`src/rtl/apb_arbiter_if.sv`:
```
// Requester-side and APB-side signals of the arbiter, bundled into one port.
// The arbiter uses the slave modport; the requesters and APB slave use master.
interface apb_arbiter_if #(
  parameter int NUM_REQ = 2
);
  logic [NUM_REQ-1:0]    req_valid;
  logic [NUM_REQ-1:0]    req_write;
  logic [3*NUM_REQ-1:0]  req_addr;
  logic [16*NUM_REQ-1:0] req_wdata;
  logic [NUM_REQ-1:0]    req_ready;
  logic [NUM_REQ-1:0]    rsp_valid;
  logic [15:0]           rsp_rdata;
  logic                  rsp_err;
  logic                  busy;
  logic [2:0]            paddr;
  logic                  psel;
  logic                  penable;
  logic                  pwrite;
  logic [15:0]           pwdata;
  logic                  pready;
  logic [15:0]           prdata;

  modport slave (
    input  req_valid, req_write, req_addr, req_wdata, pready, prdata,
    output req_ready, rsp_valid, rsp_rdata, rsp_err, busy,
           paddr, psel, penable, pwrite, pwdata
  );

  modport master (
    output req_valid, req_write, req_addr, req_wdata, pready, prdata,
    input  req_ready, rsp_valid, rsp_rdata, rsp_err, busy,
           paddr, psel, penable, pwrite, pwdata
  );
endinterface

```
`src/rtl/apb_arbiter.sv`:
```
// Round-robin arbiter sharing one APB register port between NUM_REQ requesters,
// one SETUP/ACCESS transfer per accepted request, with a bounded pready wait.
module apb_arbiter #(
  parameter int NUM_REQ = 2,
  parameter int TIMEOUT = 16
) (
  input  logic         pclk,
  input  logic         preset,
  apb_arbiter_if.slave bus
);
  localparam int IW = (NUM_REQ > 1) ? $clog2(NUM_REQ) : 1;
  localparam int CW = (TIMEOUT > 0) ? $clog2(TIMEOUT + 1) : 1;
  localparam logic [CW-1:0] CNT_LAST = CW'((TIMEOUT > 0) ? TIMEOUT - 1 : 0);
  localparam logic [IW-1:0] LAST_RST = IW'(NUM_REQ - 1);

  typedef enum logic [1:0] {IDLE, SETUP, ACCESS} state_e;

  state_e               state_q, state_d;
  logic [IW-1:0]        last_q, last_d, pick;
  logic                 found;
  logic [2:0]           addr_q, addr_d;
  logic                 write_q, write_d;
  logic [15:0]          wdata_q, wdata_d;
  logic [CW-1:0]        cnt_q, cnt_d;
  logic [NUM_REQ-1:0]   rsp_valid_q, rsp_valid_d, ready;
  logic [15:0]          rdata_q, rdata_d;
  logic                 err_q, err_d;

  // Search upward from last_q+1 with wrap; the previous winner is checked last.
  always_comb begin
    pick  = last_q;
    found = 1'b0;
    for (int k = 1; k <= NUM_REQ; k++) begin
      int idx;
      idx = int'(last_q) + k;
      if (idx >= NUM_REQ) idx = idx - NUM_REQ;
      if (!found && bus.req_valid[IW'(idx)]) begin
        found = 1'b1;
        pick  = IW'(idx);
      end
    end
  end

  always_comb begin
    state_d     = state_q;
    last_d      = last_q;
    addr_d      = addr_q;
    write_d     = write_q;
    wdata_d     = wdata_q;
    cnt_d       = cnt_q;
    rsp_valid_d = '0;
    rdata_d     = rdata_q;
    err_d       = err_q;
    ready       = '0;
    unique case (state_q)
      IDLE: begin
        if (found) begin
          ready[pick] = 1'b1;
          last_d      = pick;
          addr_d      = bus.req_addr[3*pick +: 3];
          write_d     = bus.req_write[pick];
          wdata_d     = bus.req_write[pick] ? bus.req_wdata[16*pick +: 16] : 16'h0;
          state_d     = SETUP;
        end
      end
      SETUP: begin
        cnt_d   = '0;
        state_d = ACCESS;
      end
      ACCESS: begin
        if (bus.pready) begin
          rsp_valid_d[last_q] = 1'b1;
          rdata_d             = write_q ? 16'h0 : bus.prdata;
          err_d               = 1'b0;
          state_d             = IDLE;
        end else if (TIMEOUT != 0 && cnt_q == CNT_LAST) begin
          rsp_valid_d[last_q] = 1'b1;
          rdata_d             = 16'h0;
          err_d               = 1'b1;
          state_d             = IDLE;
        end else begin
          cnt_d = cnt_q + 1'b1;
        end
      end
      default: state_d = IDLE;
    endcase
  end

  always_ff @(posedge pclk) begin
    if (preset) begin
      state_q     <= IDLE;
      last_q      <= LAST_RST;
      addr_q      <= '0;
      write_q     <= 1'b0;
      wdata_q     <= '0;
      cnt_q       <= '0;
      rsp_valid_q <= '0;
      rdata_q     <= '0;
      err_q       <= 1'b0;
    end else begin
      state_q     <= state_d;
      last_q      <= last_d;
      addr_q      <= addr_d;
      write_q     <= write_d;
      wdata_q     <= wdata_d;
      cnt_q       <= cnt_d;
      rsp_valid_q <= rsp_valid_d;
      rdata_q     <= rdata_d;
      err_q       <= err_d;
    end
  end

  // Accept pulses are suppressed while reset is held so every output reads 0.
  assign bus.req_ready = preset ? '0 : ready;
  assign bus.rsp_valid = rsp_valid_q;
  assign bus.rsp_rdata = rdata_q;
  assign bus.rsp_err   = err_q;
  assign bus.busy      = (state_q != IDLE);
  assign bus.psel      = (state_q != IDLE);
  assign bus.penable   = (state_q == ACCESS);
  assign bus.paddr     = addr_q;
  assign bus.pwrite    = write_q;
  assign bus.pwdata    = wdata_q;
endmodule

```
`src/flat_wrapper.sv`:
```
// flat-port wrapper written by rule: the top's interface ports become plain ports
module apb_arbiter_flat 
#(
  parameter int NUM_REQ = 2,
  parameter int TIMEOUT = 16
)
  (pclk, preset, bus_req_valid, bus_req_write, bus_req_addr, bus_req_wdata, bus_pready, bus_prdata, bus_req_ready, bus_rsp_valid, bus_rsp_rdata, bus_rsp_err, bus_busy, bus_paddr, bus_psel, bus_penable, bus_pwrite, bus_pwdata);
  apb_arbiter_if #(.NUM_REQ(NUM_REQ)) bus_i ();
  input  logic pclk;
  input  logic preset;
  input wire logic [$bits(bus_i.req_valid)-1:0] bus_req_valid;
  input wire logic [$bits(bus_i.req_write)-1:0] bus_req_write;
  input wire logic [$bits(bus_i.req_addr)-1:0] bus_req_addr;
  input wire logic [$bits(bus_i.req_wdata)-1:0] bus_req_wdata;
  input wire logic [$bits(bus_i.pready)-1:0] bus_pready;
  input wire logic [$bits(bus_i.prdata)-1:0] bus_prdata;
  output wire logic [$bits(bus_i.req_ready)-1:0] bus_req_ready;
  output wire logic [$bits(bus_i.rsp_valid)-1:0] bus_rsp_valid;
  output wire logic [$bits(bus_i.rsp_rdata)-1:0] bus_rsp_rdata;
  output wire logic [$bits(bus_i.rsp_err)-1:0] bus_rsp_err;
  output wire logic [$bits(bus_i.busy)-1:0] bus_busy;
  output wire logic [$bits(bus_i.paddr)-1:0] bus_paddr;
  output wire logic [$bits(bus_i.psel)-1:0] bus_psel;
  output wire logic [$bits(bus_i.penable)-1:0] bus_penable;
  output wire logic [$bits(bus_i.pwrite)-1:0] bus_pwrite;
  output wire logic [$bits(bus_i.pwdata)-1:0] bus_pwdata;
  assign bus_i.req_valid = bus_req_valid;
  assign bus_i.req_write = bus_req_write;
  assign bus_i.req_addr = bus_req_addr;
  assign bus_i.req_wdata = bus_req_wdata;
  assign bus_i.pready = bus_pready;
  assign bus_i.prdata = bus_prdata;
  assign bus_req_ready = bus_i.req_ready;
  assign bus_rsp_valid = bus_i.rsp_valid;
  assign bus_rsp_rdata = bus_i.rsp_rdata;
  assign bus_rsp_err = bus_i.rsp_err;
  assign bus_busy = bus_i.busy;
  assign bus_paddr = bus_i.paddr;
  assign bus_psel = bus_i.psel;
  assign bus_penable = bus_i.penable;
  assign bus_pwrite = bus_i.pwrite;
  assign bus_pwdata = bus_i.pwdata;
  apb_arbiter #(.NUM_REQ(NUM_REQ), .TIMEOUT(TIMEOUT)) u_core (.pclk(pclk), .preset(preset), .bus(bus_i));
endmodule
```
`config.mk`:
```
export PLATFORM = sky130hd
export DESIGN_NAME = apb_arbiter_flat
export DESIGN_NICKNAME = d
export VERILOG_FILES = /design/src/rtl/apb_arbiter_if.sv /design/src/rtl/apb_arbiter.sv /design/src/flat_wrapper.sv
export SDC_FILE = /design/constraint.sdc
export NUM_CORES = 1
export LEC_CHECK = 0
export CORE_ASPECT_RATIO = 1.1
export CORE_MARGIN = 2
export CORE_UTILIZATION = 50
export CTS_CLUSTER_SIZE = 16
export DETAILED_ROUTE_END_ITERATION = 8
export DONT_BUFFER_PORTS = 1
export GPL_ROUTABILITY_DRIVEN = 0
export PLACE_DENSITY = 0.71
export SLEW_MARGIN = 20
export SYNTH_ARGS = -nofsm -noshare
export SYNTH_HDL_FRONTEND = slang
export SYNTH_SLANG_ARGS = --single-unit
```
`constraint.sdc`:
```
create_clock -name pclk -period 4.3 [get_ports pclk]
set_clock_uncertainty 0.05 [all_clocks]
set_input_delay 0 -clock pclk [delete_from_list [all_inputs] [get_ports pclk]]
set_output_delay 0 -clock pclk [all_outputs]
set_load 0.02 [all_outputs]
```
Yosys cells after proc, flatten, opt, wreduce, memory -nomap -nowiden

Index checks and enable logic that the tools add are counted.
Widths: inputs -> output; s select.

Register bits: 47
Bits of input ports: 61
Word-level logic and storage cells: 80
Output and inout bits: 44

Muxes and demuxes: 34
Shifts and indexed selects: 2
Equality and inequality tests: 7
$add $sub $neg: 5
Reductions and logical operators: 13
Multipliers: 1
Bitwise logic cells: 1
$lt $le $gt $ge: 8

Operators with widths:

| operator            | number |
|---|---|
| $mux 16             | 4 |
| $shiftx 32x6->16    | 1 |
| $mux 1              | 16 |
| $mux 2              | 8 |
| $mux 5              | 2 |
| $pmux 5 s2          | 1 |
| $lt 1x3->1 const B  | 2 |
| $pmux 2 s3          | 1 |
| $reduce_and 2->1    | 3 |
| $reduce_bool 2->1   | 3 |
| $shiftx 6x4->3      | 1 |
| $add 5x1->5 const B | 1 |
| $eq 5x4->1 const B  | 1 |
| $lt 1x2->1 const B  | 2 |
| $ne 2x2->1 const B  | 2 |
| $add 1x2->3 const B | 1 |
| $ge 3x2->1 const B  | 1 |
| $logic_and 1x1->1   | 3 |
| $mul 2x1->3 const A | 1 |
| $ne 3x2->1 const B  | 1 |
| $reduce_and 3->1    | 1 |
| $add 1x1->2 const B | 1 |
| $demux 1 s1         | 2 |
| $eq 2x1->1 const B  | 1 |
| other kinds (9)     | 11 |

Depth between registers and ports, before layout

Word-level depth: 17
Gate-level depth with buffers: 8
Mapped depth without buffers: 6

Worst setup path after synthesis

No wires, ideal clock.

Kind: reg-to-reg
Start point: register u_core.cnt_q[0]
End point: register u_core.cnt_q[2]
Library setup time: 0.086 ns
Data arrival time: 1.901 ns
Data required time: 4.164 ns
Clock period less this slack: 2.036 ns
Buffers on the path: 0
Setup slack: 2.264 ns
Cell stages (with the launch flop): 7
Cells stage by stage: dfxtp_1 -> ha_1 -> and3_1 -> ha_1 -> or4b_4 -> or3_1 -> a211oi_1

Longest elaborated chain between the ends: 4
Elaborated cells on any way between the ends: 7
Those cells by class: add/sub (1); eq/ne (2); mux (3); reduce/logical (1)

Ends and longest elaborated chain:

| item                     | RTL line           | source |
|---|---|---|
| start: declaration       | apb_arbiter.sv:24  | `logic [CW-1:0] cnt_q, cnt_d;` |
| start signal: assignment | apb_arbiter.sv:106 | `cnt_q <= cnt_d;` |
| $add 5x1->5              | apb_arbiter.sv:82  | `cnt_d = cnt_q + 1'b1;` |
| $mux 5                   | apb_arbiter.sv:76  | `end else if (TIMEOUT != 0 && cnt_q == CNT_LAST) begin` |
| $mux 5                   | apb_arbiter.sv:71  | `if (bus.pready) begin` |
| $pmux 5 s2               | apb_arbiter.sv:55  | `unique case (state_q)` |

Parallel ways exist; a longest one is shown, timed or not. The select of a mux whose other input is x is not followed.
A chain may end at the register's enable or synchronous reset.

Worst setup path in the final report

Start point: register u_core.cnt_q[0]
End point: register u_core.cnt_q[4]

The elaborated chain is that of the path after synthesis.

==> impl_metrics.json <==
{
  "status": "complete, no violations",
  "synth_edf_count": 0,
  "wl_per_cell_um": 18.9,
  "drc": 0,
  "slew_headroom_pct": 27.5,
  "fp.dieH_um": 67.8,
  "cellPowerDensity_nw_per_um2": 375,
  "reg2reg_from": "u_core.cnt_q[0]",
  "synth_cell_types": 32,
  "crit_type": "reg2reg",
  "cts.repair.resized": 0,
  "synth_nets": 232,
  "wirelength_mm": 5.22,
  "end_kind": "register",
  "die-width_um": 62.0,
  "num_rows": 23,
  "critPathTopFamily": "simple AND/OR/NAND/NOR gates",
  "synth-seq-cells": 47,
  "layout_commonest_cell": "dlygate4sd3_1",
  "dr.pass1.iters": 5,
  "yosysWarnings": 0,
  "drtIter0Drc": 109,
  "synthFlopType": "dfxtp_1",
  "leakage_nw": 1.05,
  "clk_pin_slew_ns": 0.08,
  "initial_core_util_pct": 51.5,
  "numCtsBuffers": 5,
  "crit_arrival_ns": 2.83,
  "mostFrequentLayoutCells": "60 x dlygate4sd3_1, 47 x dfxtp_1, 20 x mux2i_1, 16 x o2bb2ai_1, 16 x a22o_1",
  "grt_overflow_total": 0,
  "ys_seq_area_share_pct": 50.8,
  "max_freq_mhz": 378,
  "fp.dieArea_um2": 4210,
  "antenna_found_initial": 0,
  "final_hold_viol_count": 0,
  "clock_sinks": 47,
  "worst_r2r_path_depth": 7,
  "fin_crit_sh_pct": 61.5,
  "ios": 105,
  "syn_area_um2": 1850,
  "cap_violations": 0,
  "async_flop_share_pct": 0,
  "netSwitchingPower_mw": 0.244,
  "reg2reg_slack_ns": 1.65,
  "syn_avg_cell_area_um2": 11.1,
  "rsz0062_at_grt": "no",
  "grt_usage_pct": 26.0,
  "cp_slowest_cell": "nor4b_1",
  "grt_pass1_wl_mm": 7.83,
  "fin_tns_setup_ns": 0,
  "worstMarginPinSlew_ns": 1.08,
  "hp-class": "in2reg",
  "grt_start_max_net_pins": 21,
  "fin_crit_ns": 2.65,
  "r2r-end": "u_core.cnt_q[4]",
  "diodes": 0,
  "cp_common_cell": "ha_1",
  "combPwrFrac_pct": 16.3,
  "worstPathRequired_ns": 4.48,
  "dr_total_vias": 1587,
  "setup_viol": 0,
  "portBuffers": 0,
  "final_core_util_pct": 72.3,
  "ir_drop_mv": 0.241,
  "critical_path_buf_inv_count": 1,
  "core-area_um2": 3600,
  "start_kind": "register",
  "cts_buffer_depth": 2,
  "cts_max_level": 2,
  "cts_setup_buffers": 0,
  "postRouteAntennaNets": 0,
  "startpoint": "u_core.cnt_q[0]",
  "area_delta_synth_final_pct": 40.5,
  "crit_cells": 7,
  "clock_latency_ns": 0.29,
  "seq_power_share_pct": 50.2,
  "swShare_pct": 24.9,
  "crit_fanout": 5,
  "slew_violations": 0,
  "synthesis.instances": 167,
  "max_stage_delay_ns": 0.71,
  "cp-endpoint": "u_core.cnt_q[4]",
  "nets": 290,
  "via_per_inst": 5.75,
  "path_cells": "ha_1 > and3_1 > ha_1 > nor4b_1 > nand2b_1 > a21oi_1 > dlygate4sd3_1",
  "p_int_mw": 0.733,
  "layout-drive-gt1-share_pct": 6.64,
  "dp_hpwl_mm": 2.91,
  "pwr-share-clk_pct": 33.5,
  "grt_pass1_vias": 1624,
  "clockRootBuffer": "clkbuf_8",
  "cts_tree": "built"
}
## synth_stat cells (all sizes together), types with 2 or more instances
master	count	area, µm²
a211oi	6	45.0
a21oi	5	25.0
a22o	16	140
and2	3	18.8
and3	2	12.5
buf	4	23.8
clkbuf	6	22.5
dfxtp	47	941
ha	4	50.1
inv	6	22.5
mux2i	20	200
nand2b	4	25.0
nand3	5	25.0
nor2	7	26.3
nor4	2	12.5
nor4b	2	23.8
o2bb2ai	16	140
## layer usage
metal,vias to the layer above,wire (µm),GRT usage (%)
met3,17,350,7.75
met5,-,0,0
met1,754,1800,26.4
met2,79,2880,46.9
li1,737,-,-
met4,0,189,13.0
## how the worst min path moves through the flow
stage | startpoint | cells after the start | endpoint | slack [ns]
after floorplan | bus_pready | 1 | u_core.bus.rsp_err | 0.05
after global placement | preset | 1 | u_core.cnt_q[4] | 0.02
after detailed placement | preset | 1 | u_core.state_q[1] | 0.02
after CTS | preset | 2 | u_core.bus.rsp_rdata[6] | 0.05
after global routing | preset | 2 | u_core.bus.rsp_rdata[3] | 0.003
final | preset | 2 | u_core.bus.rsp_rdata[3] | 0.006
## timing repair
item	CTS	global route
endpoints found under the hold margin	47	0
endpoints found under the setup margin	0	0
hold buffers	60	0
## cells by family after synthesis
logic type | Yosys count | share of synthesized area (%)
buffers and inverters | 16 | 3.72
adder cells (fa/ha/maj) | 4 | 2.70
flip-flops | 47 | 50.8
multiplexers | 21 | 11.4
AO/OA/AOI/OAI | 47 | 20.6
AND/OR/NAND/NOR | 32 | 10.7
## metrics by stage
| step | hold slack [ns] | cell area (µm²) | setup WS, ns | cells | total power, mW |
|---|---|---|---|---|---|
| 3_5_place_dp | 0.0233 | 1880 | 2.08 | 208 | 0.587 |
| 3_3_place_gp | 0.0227 | 1880 | 2.18 | 208 | 0.582 |
| 6_report | 0.00629 | 2600 | 1.65 | 276 | 0.977 |
| 2_1_floorplan | 0.0466 | 1850 | 2.26 | 167 | 0.574 |
| 4_1_cts | 0.0476 | 2590 | 1.73 | 276 | 0.975 |
| 5_1_grt | 0.00336 | 2600 | 1.47 | 276 | 1.01 |
## power by group through the flow
stage	Clock, mW	Combinational, mW	Sequential [mW]
5_1_grt	0.348	0.170	0.493
3_3_place_gp	0	0.0834	0.499
2_1_floorplan	0	0.0798	0.494
3_5_place_dp	0	0.0879	0.499
4_1_cts	0.334	0.151	0.490
6_report	0.327	0.159	0.490
## final cells by class
cell class	count	area, µm²
clock buffer	6	82.6
clock inverter	2	35.0
fill	261	995
inverter	6	22.5
multi-input combinational	104	851
sequential	47	941
tap	50	62.6
timing repair buffer	61	608
## registers in the layout, indices dropped and copies added (netlist names)
register / flops
u_core.bus.rsp_rdata: 16
u_core.last_q: 1
u_core.bus.pwrite: 1
u_core.state_q: 2
u_core.bus.pwdata: 16
u_core.bus.paddr: 3
u_core.bus.rsp_valid: 2
u_core.bus.rsp_err: 1
u_core.cnt_q: 5
Power figures use the tool's default switching activity.
